===== config.mk =====
export PLATFORM = sky130hd
export DESIGN_NAME = uart_tx_frame
export DESIGN_NICKNAME = d
export VERILOG_FILES = /design/src/rtl/uart_pkg.sv /design/src/rtl/uart_baud_tick.sv /design/src/rtl/uart_tx_frame.sv
export SDC_FILE = /design/constraint.sdc
export NUM_CORES = 1
export LEC_CHECK = 0
export ABC_AREA = 1
export CAP_MARGIN = 5
export CORE_MARGIN = 1.5
export CORE_UTILIZATION = 45
export CTS_BUF_LIST = sky130_fd_sc_hd__clkbuf_8
export CTS_CLUSTER_SIZE = 25
export DETAILED_ROUTE_END_ITERATION = 10
export PLACE_DENSITY = 0.74
export SETUP_SLACK_MARGIN = 0.2
export SYNTH_ARGS = -nofsm -noshare
export SYNTH_HDL_FRONTEND = slang
export SYNTH_SLANG_ARGS = --single-unit
export TNS_END_PERCENT = 5

===== constraint.sdc =====
create_clock -name aclk -period 1.7 [get_ports aclk]
set_clock_uncertainty 0.05 [all_clocks]
set_input_delay 0.34 -clock aclk [delete_from_list [all_inputs] [get_ports aclk]]
set_output_delay 0.34 -clock aclk [all_outputs]
set_load 0.02 [all_outputs]

===== src/rtl/uart_pkg.sv =====
// Shared types and elaboration-time helpers for the UART transmit/receive framers.
package uart_pkg;

  typedef enum logic [1:0] {
    PAR_NONE = 2'd0,
    PAR_EVEN = 2'd1,
    PAR_ODD  = 2'd2
  } parity_t;

  typedef enum logic [2:0] {
    ST_IDLE   = 3'd0,
    ST_START  = 3'd1,
    ST_DATA   = 3'd2,
    ST_PARITY = 3'd3,
    ST_STOP   = 3'd4
  } tx_state_t;

  localparam int MAX_DATA_BITS = 9;

  function automatic int tics_per_beat(input int freq, input int baud);
    if (baud <= 0) begin
      return 0;
    end else begin
      return freq / baud;
    end
  endfunction

  // Simulation builds run at a much faster line rate so frames stay short.
  function automatic int used_baud_rate(input int baud, input int baud_sim, input bit sim_build);
    if (sim_build) begin
      return baud_sim;
    end else begin
      return baud;
    end
  endfunction

  function automatic logic parity_bit(input logic [MAX_DATA_BITS-1:0] data, input parity_t par);
    case (par)
      PAR_EVEN: return ^data;
      PAR_ODD:  return ~(^data);
      default:  return 1'b0;
    endcase
  endfunction

endpackage


===== src/rtl/uart_baud_tick.sv =====
// Bit-period down-counter: restart reloads it, bit_end pulses on the last tic of each bit.
module uart_baud_tick #(
  parameter int TICS_PER_BEAT = 4
) (
  input  logic aclk,
  input  logic areset,
  input  logic restart,
  output logic bit_end
);

  localparam int CNT_W = (TICS_PER_BEAT > 2) ? $clog2(TICS_PER_BEAT) : 1;
  localparam logic [CNT_W-1:0] RELOAD = CNT_W'(TICS_PER_BEAT - 1);

  logic [CNT_W-1:0] cnt_r;
  logic             bit_end_r;

  // bit_end_r is high exactly while cnt_r == 0, kept as a flop for a clean pulse.
  always_ff @(posedge aclk or posedge areset) begin
    if (areset) begin
      cnt_r     <= RELOAD;
      bit_end_r <= 1'b0;
    end else if (restart) begin
      cnt_r     <= RELOAD;
      bit_end_r <= 1'b0;
    end else if (cnt_r == {CNT_W{1'b0}}) begin
      cnt_r     <= RELOAD;
      bit_end_r <= 1'b0;
    end else begin
      cnt_r     <= cnt_r - CNT_W'(1);
      bit_end_r <= (cnt_r == CNT_W'(1));
    end
  end

  assign bit_end = bit_end_r;

endmodule


===== src/rtl/uart_tx_frame.sv =====
// AXI-Stream to UART transmitter: one beat per frame, one-entry hold for back-to-back frames.
module uart_tx_frame
  import uart_pkg::*;
#(
  parameter int ACLK_FREQUENCY = 200000000,
  parameter int BAUD_RATE      = 9600,
  parameter int BAUD_RATE_SIM  = 50000000,
  parameter int DATA_BITS      = 8,
  parameter int PARITY         = 0,
  parameter int STOP_BITS      = 1
) (
  input  logic                 aclk,
  input  logic                 areset,
  output logic                 uart_txd,
  input  logic                 txdata_tvalid,
  output logic                 txdata_tready,
  input  logic [DATA_BITS-1:0] txdata_tdata,
  input  logic                 txdata_tkeep,
  output logic                 tx_busy
);

`ifdef SYNTHESIS
  localparam bit SIM_BUILD = 1'b0;
`else
  localparam bit SIM_BUILD = 1'b1;
`endif

  localparam int USED_BAUD_RATE = used_baud_rate(BAUD_RATE, BAUD_RATE_SIM, SIM_BUILD);
  localparam int TICS_PER_BEAT  = tics_per_beat(ACLK_FREQUENCY, USED_BAUD_RATE);
  localparam int BIT_CNT_W      = $clog2(DATA_BITS + 1);
  localparam parity_t PAR_CFG   = parity_t'(PARITY[1:0]);
  localparam logic [BIT_CNT_W-1:0] LAST_DATA = BIT_CNT_W'(DATA_BITS - 1);
  localparam logic [BIT_CNT_W-1:0] LAST_STOP = BIT_CNT_W'(STOP_BITS - 1);

  if (TICS_PER_BEAT < 2) begin : g_bad_tics
    $error("uart_tx_frame: TICS_PER_BEAT must be at least 2");
  end
  if (DATA_BITS < 5 || DATA_BITS > MAX_DATA_BITS) begin : g_bad_data_bits
    $error("uart_tx_frame: DATA_BITS must be within 5..9");
  end
  if (PARITY < 0 || PARITY > 2) begin : g_bad_parity
    $error("uart_tx_frame: PARITY must be 0, 1 or 2");
  end
  if (STOP_BITS != 1 && STOP_BITS != 2) begin : g_bad_stop_bits
    $error("uart_tx_frame: STOP_BITS must be 1 or 2");
  end

  tx_state_t              state_r, state_n;
  logic [DATA_BITS-1:0]   shift_r, shift_n;
  logic [DATA_BITS-1:0]   hold_data_r;
  logic [BIT_CNT_W-1:0]   bit_cnt_r, bit_cnt_n;
  logic                   par_r;
  logic                   hold_full_r, hold_full_n;
  logic                   tready_r;
  logic                   busy_r;
  logic                   txd_r, txd_n;
  logic                   load_s;
  logic                   accept_s;
  logic                   bit_end_s;

  uart_baud_tick #(
    .TICS_PER_BEAT(TICS_PER_BEAT)
  ) u_baud_tick (
    .aclk   (aclk),
    .areset (areset),
    .restart(load_s),
    .bit_end(bit_end_s)
  );

  assign accept_s = txdata_tvalid && tready_r;

  // Hold occupancy: a kept beat fills it, a shifter load drains it; fill wins on a tie.
  always_comb begin
    hold_full_n = hold_full_r;
    if (accept_s && txdata_tkeep) begin
      hold_full_n = 1'b1;
    end else if (load_s) begin
      hold_full_n = 1'b0;
    end else begin
      hold_full_n = hold_full_r;
    end
  end

  // Frame sequencing; txd_n is the line level for the bit that starts at the next edge.
  always_comb begin
    state_n   = state_r;
    shift_n   = shift_r;
    bit_cnt_n = bit_cnt_r;
    txd_n     = txd_r;
    load_s    = 1'b0;
    case (state_r)
      ST_IDLE: begin
        if (hold_full_r) begin
          load_s  = 1'b1;
          state_n = ST_START;
          txd_n   = 1'b0;
        end else begin
          state_n = ST_IDLE;
          txd_n   = 1'b1;
        end
      end
      ST_START: begin
        if (bit_end_s) begin
          state_n   = ST_DATA;
          bit_cnt_n = {BIT_CNT_W{1'b0}};
          txd_n     = shift_r[0];
        end else begin
          txd_n = 1'b0;
        end
      end
      ST_DATA: begin
        if (bit_end_s) begin
          if (bit_cnt_r == LAST_DATA) begin
            bit_cnt_n = {BIT_CNT_W{1'b0}};
            if (PAR_CFG != PAR_NONE) begin
              state_n = ST_PARITY;
              txd_n   = par_r;
            end else begin
              state_n = ST_STOP;
              txd_n   = 1'b1;
            end
          end else begin
            bit_cnt_n = bit_cnt_r + BIT_CNT_W'(1);
            shift_n   = shift_r >> 1;
            txd_n     = shift_r[1];
          end
        end else begin
          txd_n = shift_r[0];
        end
      end
      ST_PARITY: begin
        if (bit_end_s) begin
          state_n   = ST_STOP;
          bit_cnt_n = {BIT_CNT_W{1'b0}};
          txd_n     = 1'b1;
        end else begin
          txd_n = par_r;
        end
      end
      ST_STOP: begin
        if (bit_end_s) begin
          if (bit_cnt_r == LAST_STOP) begin
            if (hold_full_r) begin
              load_s  = 1'b1;
              state_n = ST_START;
              txd_n   = 1'b0;
            end else begin
              state_n = ST_IDLE;
              txd_n   = 1'b1;
            end
          end else begin
            bit_cnt_n = bit_cnt_r + BIT_CNT_W'(1);
            txd_n     = 1'b1;
          end
        end else begin
          txd_n = 1'b1;
        end
      end
      default: begin
        state_n = ST_IDLE;
        txd_n   = 1'b1;
      end
    endcase
  end

  // State register.
  always_ff @(posedge aclk or posedge areset) begin
    if (areset) begin
      state_r <= ST_IDLE;
    end else begin
      state_r <= state_n;
    end
  end

  // Datapath, hold register and registered stream/line outputs.
  always_ff @(posedge aclk or posedge areset) begin
    if (areset) begin
      shift_r     <= {DATA_BITS{1'b0}};
      hold_data_r <= {DATA_BITS{1'b0}};
      bit_cnt_r   <= {BIT_CNT_W{1'b0}};
      par_r       <= 1'b0;
      hold_full_r <= 1'b0;
      tready_r    <= 1'b0;
      busy_r      <= 1'b0;
      txd_r       <= 1'b1;
    end else begin
      hold_full_r <= hold_full_n;
      tready_r    <= !hold_full_n;
      busy_r      <= (state_n != ST_IDLE) || hold_full_n;
      txd_r       <= txd_n;
      if (accept_s && txdata_tkeep) begin
        hold_data_r <= txdata_tdata;
      end
      if (load_s) begin
        shift_r   <= hold_data_r;
        bit_cnt_r <= {BIT_CNT_W{1'b0}};
        par_r     <= parity_bit(MAX_DATA_BITS'(hold_data_r), PAR_CFG);
      end else begin
        shift_r   <= shift_n;
        bit_cnt_r <= bit_cnt_n;
      end
    end
  end

  assign uart_txd      = txd_r;
  assign txdata_tready = tready_r;
  assign tx_busy       = busy_r;

endmodule


==> results of run 1 <==
## stage by stage
stage / cell area (sq um) / setup slack [ps]
after CTS: 2490 / 62.4
after floorplan: 2120 / 228
final: 2540 / 130
after global placement: 2410 / 178
after global routing: 2540 / 23.4
after detailed placement: 2410 / 110
## layout make-up
class                           instances  area (sq um)  share of cell area (%)
Tap cell                               52          65.1                    2.56
Inverter                               21          78.8                    3.10
Clock inverter                          3          16.3                   0.640
Multi-Input combinational cell        182           972                    38.3
Clock buffer                            5          68.8                    2.71
Sequential cell                        43          1080                    42.7
Timing Repair Buffer                   26           255                    10.0
## timing repair
item                                    4_1_cts  5_1_grt
gates cloned                                  0        0
setup buffers                                 0        2
endpoints found under the hold margin         0        0
endpoints found under the setup margin       26       34
pin swaps                                     0        3
gates resized for setup                       2       10
## cell families after synthesis
kind of cell	count (synthesis)	share of synthesized area (%)
buffers and inverters	23	4.60
AOI/OAI and AO/OA	12	3.24
xor gates and xnor gates	11	4.54
adders and majority gates	4	2.36
DFF	43	51.0
and+or+nand+nor	147	30.0
muxes	8	4.24
## sequential cells by signal, summed over array words and instances (netlist names), 3 cells and up
signal	count
bit_cnt_r	4
hold_data_r	8
shift_r	8
state_r	3
u_baud_tick.cnt_r	15
## per-layer routing
layer  vias up  track usage, %
li1        846               -
met1       786            21.4
met2        22            30.2
met3         8            3.94
met4         0            9.43
met5         -               0
## worst max-delay path, delay by kind of cell (launching register included)
kind | cells | cell delay [ps]
buffers and inverters | 3 | 280
flip-flops | 1 | 400
adder cells (fa/ha/maj) | 1 | 200
AND/OR/NAND/NOR | 6 | 580
## cells in the final DEF, fill, tap and decap left out, drive strengths merged
master,instances
nand2,72
ha,4
nand4,3
nor2,42
o211ai,1
nor3b,1
dlygate4sd2,2
nand3b,1
nand3,21
clkinv,1
nor3,4
buf,12
or2,3
inv,22
mux2,8
a21oi,2
xor2,6
clkbuf,5
xnor2,5
dlymetal6s2s,1
o21ai,8
clkdlybuf4s50,11
dfrtp,37
dfstp,6
clkinvlp,1
a21o,1
## power groups by stage
stage | Combinational (W) | Sequential (W) | Clock (W)
floorplan | 0.000101 | 0.00117 | 0
global placement | 0.000159 | 0.00118 | 0
detailed placement | 0.000167 | 0.00118 | 0
CTS | 0.000164 | 0.00116 | 0.000650
global route | 0.000180 | 0.00117 | 0.000690
finish | 0.000159 | 0.00116 | 0.000622
## worst paths after layout
kind	start	endpoint	slack, ps
max	bit_cnt_r[1]$_DFFE_PP0P_	u_baud_tick.cnt_r[5]$_DFF_PP1_	130
min	areset	u_baud_tick.cnt_r[13]$_DFF_PP0_	340
max reg2reg	bit_cnt_r[1]$_DFFE_PP0P_	u_baud_tick.cnt_r[5]$_DFF_PP1_	130
min reg2reg	u_baud_tick.cnt_r[0]$_DFF_PP0_	u_baud_tick.cnt_r[0]$_DFF_PP0_	410
max in group asynchronous	areset	u_baud_tick.cnt_r[5]$_DFF_PP1_	990
min in group aclk	u_baud_tick.cnt_r[0]$_DFF_PP0_	u_baud_tick.cnt_r[0]$_DFF_PP0_	410
==> impl_results.md, run 1 <==
- Status: completed
- Vias in the first global route: 1711
- Gr usage total: 17.9%
- Worst Reg2Reg Path Length in Cells: 10
- Most frequent CP cell: nand2_2
- Crit end category: flop
- Share of cells above drive strength 1: 17.9%
- Die X: 71.7 um
- Nets@finish: 295
- Top Metal Used: met4
- Crit-path cells: inv_1 > ha_1 > nand2_2 > nor2_1 > nand2_2 > nand2_4 > inv_2 > nand2_2 > buf_4 > or2_1
- Crit path kind: flop to flop
- Most common cell in the netlist: nand2_1
- CP startpoint kind: flop
- Tmin final: 1570 ps
- TritonCTS clock tree: yes
- Count of state elements after synthesis: 43
- H-tree depth: 2
- Area growth, synth to finish: 19.6%
- Synth Flop Type: dfrtp_1
- CP arrival: 1740 ps
- Final hold vios: 0
- Routed vias: 1662
- Dpl cells: 322
- DRC: 0
- Hold WS: 342 ps
- Comb power frac: 8.2%
- GPL Wtd Cong: 0.823
- Slew Viols, Final: 0
- RSZ-0062 raised after global routing: yes
- Rel. slew slack: 83.4%
- Clk pwr share: 32.0%
- Fin crit share: 92.4%
- Routed Antenna Nets: 0
- DR vias/cell: 5.01
- Synth area leader: dfrtp_1
- Measured slew at the worst slew-check pin: 248 ps
- Ant diodes: 0
- Sequential power share: 59.8%
- Final HPWL DP: 2950 um
- Clock Path Buffers: 2
- Port Buf Inserts: 14
- Post-synth EDFFs: 0
- Crit-path max cell delay: 400 ps
- Maximum number of pins on one net before global-route repair: 44
- Maximum operating frequency: 637 MHz
- Non-filler cells, final: 332
- I/O Pins: 15
- Clock Sinks: 43
- Net Sw Frac: 23.1%
- Total number of yosys warnings: 0
- 1st-pass router iterations: 6
- Synth top area share: 43.6%
- Filler cells: 399
- Part of the Yosys area used for sequential elements: 51.0%
- Final setup viols: 0
- Total length of routed wires: 3980 um
- Max-cap violations: 0
- Final setup TNS: 0 ps
- Initial antenna violation count: 0
- 1st-iter DRT viols: 69
- Worst-path fanout max: 5
- Mapped Nets: 264
- First-pass GRT wire length: 7140 um
- Die area: 5140 sq um
- Row Count: 24
- Root buffer cell: clkbuf_8
- Initial Util: 47.8%
- Routed length on met2: 1990 um
- Critical path required time: 1870 ps
- Top post-synthesis cells by area: dfrtp_1 (44%), nand2_1 (12%), dfstp_2 (7.4%)
- Power, Total: 0.00194 W
- Cts hold-fix bufs: 0
- Int Power: 0.00150 W
- Routed len/inst: 12.0 um
- Core Area: 4440 sq um
- CTS buffer count: 5
- Leakage: 1.26 nW
- Die H: 71.7 um
- Post-synth top cells: nand2_1 (69), nor2_1 (39), dfrtp_1 (37)
- Synth Instances: 248
- M1 wire length: 1800 um
- Slowest cell on crit path: dfrtp_1
- Pwr dens: 765 nW/um^2
- Sw power: 0.000448 W
- Worst-Skew Late Latency: 300 ps
- Netlist cell types: 28
- Worst hold-check path type: input port to async pin
- Worst-path clk slew: 80 ps
- Syn avg cell area: 8.56 sq um
- Syn Std Cell Area: 2120 sq um
- Total gr overflow: 0
- Peak supply drop: 0.382 mV
- WL met3: 93 um
- Ys async rst share: 100%
- Core Util, Final: 57.2%
No activity file was read; power rests on OpenSTA's default activity.
==> run 2: changes to the inputs <==
--- a/config.mk
+++ b/config.mk
@@ -14,6 +14,7 @@
 export DETAILED_ROUTE_END_ITERATION = 10
 export PLACE_DENSITY = 0.74
 export SETUP_SLACK_MARGIN = 0.2
+export SKIP_CTS_REPAIR_TIMING = 1
 export SYNTH_ARGS = -nofsm -noshare
 export SYNTH_HDL_FRONTEND = slang
 export SYNTH_SLANG_ARGS = --single-unit
==> impl_results.md, run 2 (synthesis gave the netlist of run 1 again) <==
- Clock Path Buffers: 2
- Die X: 71.7 um
- Final setup viols: 0
- Hold WS: 342 ps
- Rel. slew slack: 78.8%
- Routed len/inst: 12.5 um
- Total length of routed wires: 4130 um
- Core Util, Final: 59.7%
- Initial antenna violation count: 0
- Final hold vios: 0
- Worst-Skew Late Latency: 300 ps
- Status: completed
- Leakage: 1.28 nW
- Crit path kind: flop to flop
- Max-cap violations: 0
- Core Area: 4440 sq um
- H-tree depth: 2
- DRC: 0
- Pwr dens: 734 nW/um^2
- Routed Antenna Nets: 0
- Ant diodes: 0
- RSZ-0062 raised after global routing: yes
- Final HPWL DP: 2950 um
- Tmin final: 1590 ps
- 1st-iter DRT viols: 84
- Routed vias: 1691
- Die area: 5140 sq um
- Post-route cell area: 2660 sq um
- Critical path required time: 1880 ps
- Most flops, register: u_baud_tick.cnt_r
- Gr usage total: 17.9%
- Crit end category: flop
- Total gr overflow: 0
- Crit-path max cell delay: 400 ps
- DR vias/cell: 5.12
- TritonCTS clock tree: yes
- Max reg flops: 15
- CP arrival: 1770 ps
- Die H: 71.7 um
- Worst-path fanout max: 5
- Share of cells above drive strength 1: 24.1%
- Worst-path clk slew: 80 ps
- Root buffer cell: clkbuf_8
- Maximum number of pins on one net before global-route repair: 44
- FF/Latch Area: 1080 sq um
- Measured slew at the worst slew-check pin: 316 ps
- Crit-path cells: inv_1 > ha_2 > nand2_2 > nor2_2 > nand2_2 > nand2_4 > inv_4 > nand2_4 > buf_8 > or2_1
- Fin crit share: 93.7%
- Initial Util: 47.8%
- Slew Viols, Final: 0
- Filler cells: 384
- GPL Wtd Cong: 0.823
- Worst hold-check path type: input port to async pin
- 1st-pass router iterations: 6
- Peak supply drop: 0.386 mV
- Maximum operating frequency: 628 MHz
- Non-filler cells, final: 330
- Nets@finish: 293
- Most frequent cells in the layout: nand2_1 (65), dfrtp_1 (37), nor2_1 (28)
- Most common cell after layout, fill and taps aside: nand2_1
- I/O Pins: 15
- Multi-input logic area: 1070 sq um
- Area growth, synth to finish: 25.0%
- Dpl cells: 322
- Clock Sinks: 43
- First-pass GRT wire length: 7140 um
- Largest regs: u_baud_tick.cnt_r (15), hold_data_r (8), shift_r (8)
- Row Count: 24
- Placed Area: 2410 sq um
- CP startpoint kind: flop
- CTS buffer count: 5
- Port Buf Inserts: 14
- Vias in the first global route: 1711
- Slowest cell on crit path: dfrtp_1
## run 2: report_power, final
group | total [W] | internal (W) | leakage (nW) | switching, W
Sequential | 0.00116 | 0.00111 | 0.545 | 0.0000477
Clock | 0.000626 | 0.000281 | 0.0453 | 0.000345
Combinational | 0.000161 | 0.000102 | 0.692 | 0.0000595
## run 2: per-layer routing
metal	global-route usage, %	wire (um)
met4	9.43	97
met2	30.2	2090
met3	3.94	78
met1	21.4	1860
met5	0	0
## run 2: final timing paths
path / end / depth (start not counted) / start / slack, ps
max in group asynchronous: u_baud_tick.cnt_r[6]$_DFF_PP1_ / 3 / areset / 1000
setup / recovery: u_baud_tick.cnt_r[5]$_DFF_PP1_ / 10 / bit_cnt_r[1]$_DFFE_PP0P_ / 110
min in group aclk: shift_r[7]$_DFFE_PP0P_ / 2 / hold_data_r[7]$_DFFE_PP0P_ / 440
setup reg to reg: u_baud_tick.cnt_r[5]$_DFF_PP1_ / 10 / bit_cnt_r[1]$_DFFE_PP0P_ / 110
hold / removal: u_baud_tick.cnt_r[13]$_DFF_PP0_ / 3 / areset / 340
hold reg to reg: shift_r[7]$_DFFE_PP0P_ / 2 / hold_data_r[7]$_DFFE_PP0P_ / 440
## run 2: through the flow
stage | worst slack, ps | total power [W] | setup TNS (ps)
after floorplan | 228 | 0.00127 | 0
after detailed placement | 110 | 0.00135 | 0
after CTS | -104 | 0.00198 | -104
after global routing | 5.98 | 0.00205 | 0
after global placement | 178 | 0.00134 | 0
final | 108 | 0.00195 | 0
## run 2: area by class of cell
type                       instances  area share (%)
multi-input combinational        182            40.2
tap                               52            2.45
timing repair buffer              24            10.3
clock buffer                       5            2.59
sequential                        43            40.8
inverter                          21            3.06
clock inverter                     3           0.613
## run 2: worst max-delay path: cells and delay by family, from the launching register on
kind / cells / cell delay (ps)
buffers and inverters: 3 / 280
flip-flops: 1 / 400
AND/OR/NAND/NOR: 6 / 620
adder cells (fa/ha/maj): 1 / 180
==> run 3: changes to the inputs <==
--- a/config.mk
+++ b/config.mk
@@ -12,6 +12,7 @@
 export CTS_BUF_LIST = sky130_fd_sc_hd__clkbuf_8
 export CTS_CLUSTER_SIZE = 25
 export DETAILED_ROUTE_END_ITERATION = 10
+export MAX_ROUTING_LAYER = met4
 export PLACE_DENSITY = 0.74
 export SETUP_SLACK_MARGIN = 0.2
 export SKIP_CTS_REPAIR_TIMING = 1
==> impl_results.md, run 3 (synthesis gave the netlist of run 1 again) <==
- WL met3: 77 um
- Post-route cell area: 2660 sq um
- Max-cap violations: 0
- Routed vias: 1693
- Non-filler cells, final: 330
- FF-to-FF Start: bit_cnt_r[1]$_DFFE_PP0P_
- TritonCTS clock tree: yes
- Placed Area: 2410 sq um
- Final setup viols: 0
- Area growth, synth to finish: 25.0%
- Worst-Skew Late Latency: 300 ps
- Core Area: 4440 sq um
- Crit path kind: flop to flop
- RSZ-0062 raised after global routing: yes
- First-pass GRT wire length: 7150 um
- Flop2flop setup slack: 110 ps
- Core Util, Final: 59.7%
- 1st-pass router iterations: 6
- Routed length on met2: 2090 um
- I/O Pins: 15
- Die H: 71.7 um
- Pwr dens: 735 nW/um^2
- Total length of routed wires: 4120 um
- Fin crit share: 93.7%
- H-tree depth: 2
- Largest regs: u_baud_tick.cnt_r (15), hold_data_r (8), shift_r (8)
- DR vias/cell: 5.13
- Filler cells: 384
- Nets@finish: 293
- Initial Util: 47.8%
- Most common cell after layout, fill and taps aside: nand2_1
- 1st-iter DRT viols: 76
- Most frequent cells in the layout: nand2_1 (65), dfrtp_1 (37), nor2_1 (28)
- CTS buffer count: 5
- Power, Total: 0.00195 W
- Crit end category: flop
- Worst Reg2Reg Path Length in Cells: 10
- CP startpoint kind: flop
- Initial antenna violation count: 0
- DRC: 0
- Root buffer cell: clkbuf_8
- Tmin final: 1590 ps
- Port Buf Inserts: 14
- Row Count: 24
- Most flops, register: u_baud_tick.cnt_r
- Die area: 5140 sq um
- Worst-path clk slew: 80 ps
- Reg-to-Reg End: u_baud_tick.cnt_r[5]$_DFF_PP1_
- Maximum number of pins on one net before global-route repair: 44
- Dpl cells: 322
- Worst hold-check path type: input port to async pin
- Ant diodes: 0
- Peak supply drop: 0.390 mV
- M1 wire length: 1850 um
- Slew Viols, Final: 0
- Worst-path fanout max: 5
- Total gr overflow: 0
- Share of cells above drive strength 1: 24.1%
- Top Metal Used: met4
- Routed len/inst: 12.5 um
- Measured slew at the worst slew-check pin: 317 ps
- Status: completed
- Worst setup startpoint: bit_cnt_r[1]$_DFFE_PP0P_
- Final hold vios: 0
- Critical path required time: 1880 ps
- Rel. slew slack: 78.8%
- Clock Sinks: 43
- Worst setup path endpoint: u_baud_tick.cnt_r[5]$_DFF_PP1_
- Max reg flops: 15
- Vias in the first global route: 1714
- Clock Path Buffers: 2
- Leakage: 1.28 nW
- Maximum operating frequency: 628 MHz
- GPL Wtd Cong: 0.836
- Gr usage total: 18.5%
- CP arrival: 1770 ps
- Final HPWL DP: 2950 um
- Die X: 71.7 um
- Routed Antenna Nets: 0
-- run 3: cell counts in the layout (fill, tap and decap cells not counted) --
Identical to the previous run, type by type.
-- run 3: worst max-delay path: stages, from the launching register on --
cell and delay [ps]:
dfrtp_1 400, inv_1 70, ha_2 180, nand2_2 90, nor2_2 50, nand2_2 100
nand2_4 90, inv_4 80, nand2_4 70, buf_8 140, or2_1 220
-- run 3: final cells by class --
cell class | count | area, sq um | share of cell area (%)
clock buffer | 5 | 68.8 | 2.59
timing repair buffer | 24 | 274 | 10.3
inverter | 21 | 81.3 | 3.06
multi-input combinational | 182 | 1070 | 40.2
clock inverter | 3 | 16.3 | 0.613
sequential | 43 | 1080 | 40.8
tap | 52 | 65.1 | 2.45
-- run 3: where the power goes --
group / internal (W) / switching, W
Combinational: 0.000102 / 0.0000595
Clock: 0.000281 / 0.000347
Sequential: 0.00111 / 0.0000477
Total: 0.00150 / 0.000455
-- run 3: metrics by stage --
| stage | setup WS [ps] | hold WS (ps) | setup TNS (ps) |
|---|---|---|---|
| final | 106 | 340 | 0 |
| after CTS | -104 | 339 | -104 |
| after detailed placement | 110 | 398 | 0 |
| after floorplan | 228 | 379 | 0 |
| after global routing | 5.98 | 379 | 0 |
| after global placement | 178 | 404 | 0 |
-- run 3: layer usage --
metal  vias to the layer above  GRT usage, %
li1                        843             -
met1                       823          21.4
met4                         0          9.43
met5                         -             -
met2                        19          30.2
met3                         8          3.94
-- run 3: worst min path at each step --
stage                                    from                              to  slack (ps)  cells past startpoint
2_1_floorplan  u_baud_tick.cnt_r[0]$_DFF_PP0_  u_baud_tick.cnt_r[0]$_DFF_PP0_         380                      1
3_3_place_gp       hold_data_r[7]$_DFFE_PP0P_          shift_r[7]$_DFFE_PP0P_         400                      2
3_5_place_dp   u_baud_tick.cnt_r[0]$_DFF_PP0_  u_baud_tick.cnt_r[0]$_DFF_PP0_         400                      1
4_1_cts                                areset      hold_data_r[7]$_DFFE_PP0P_         340                      3
5_1_grt                                areset          shift_r[0]$_DFFE_PP0P_         380                      3
6_report                               areset          shift_r[0]$_DFFE_PP0P_         340                      3
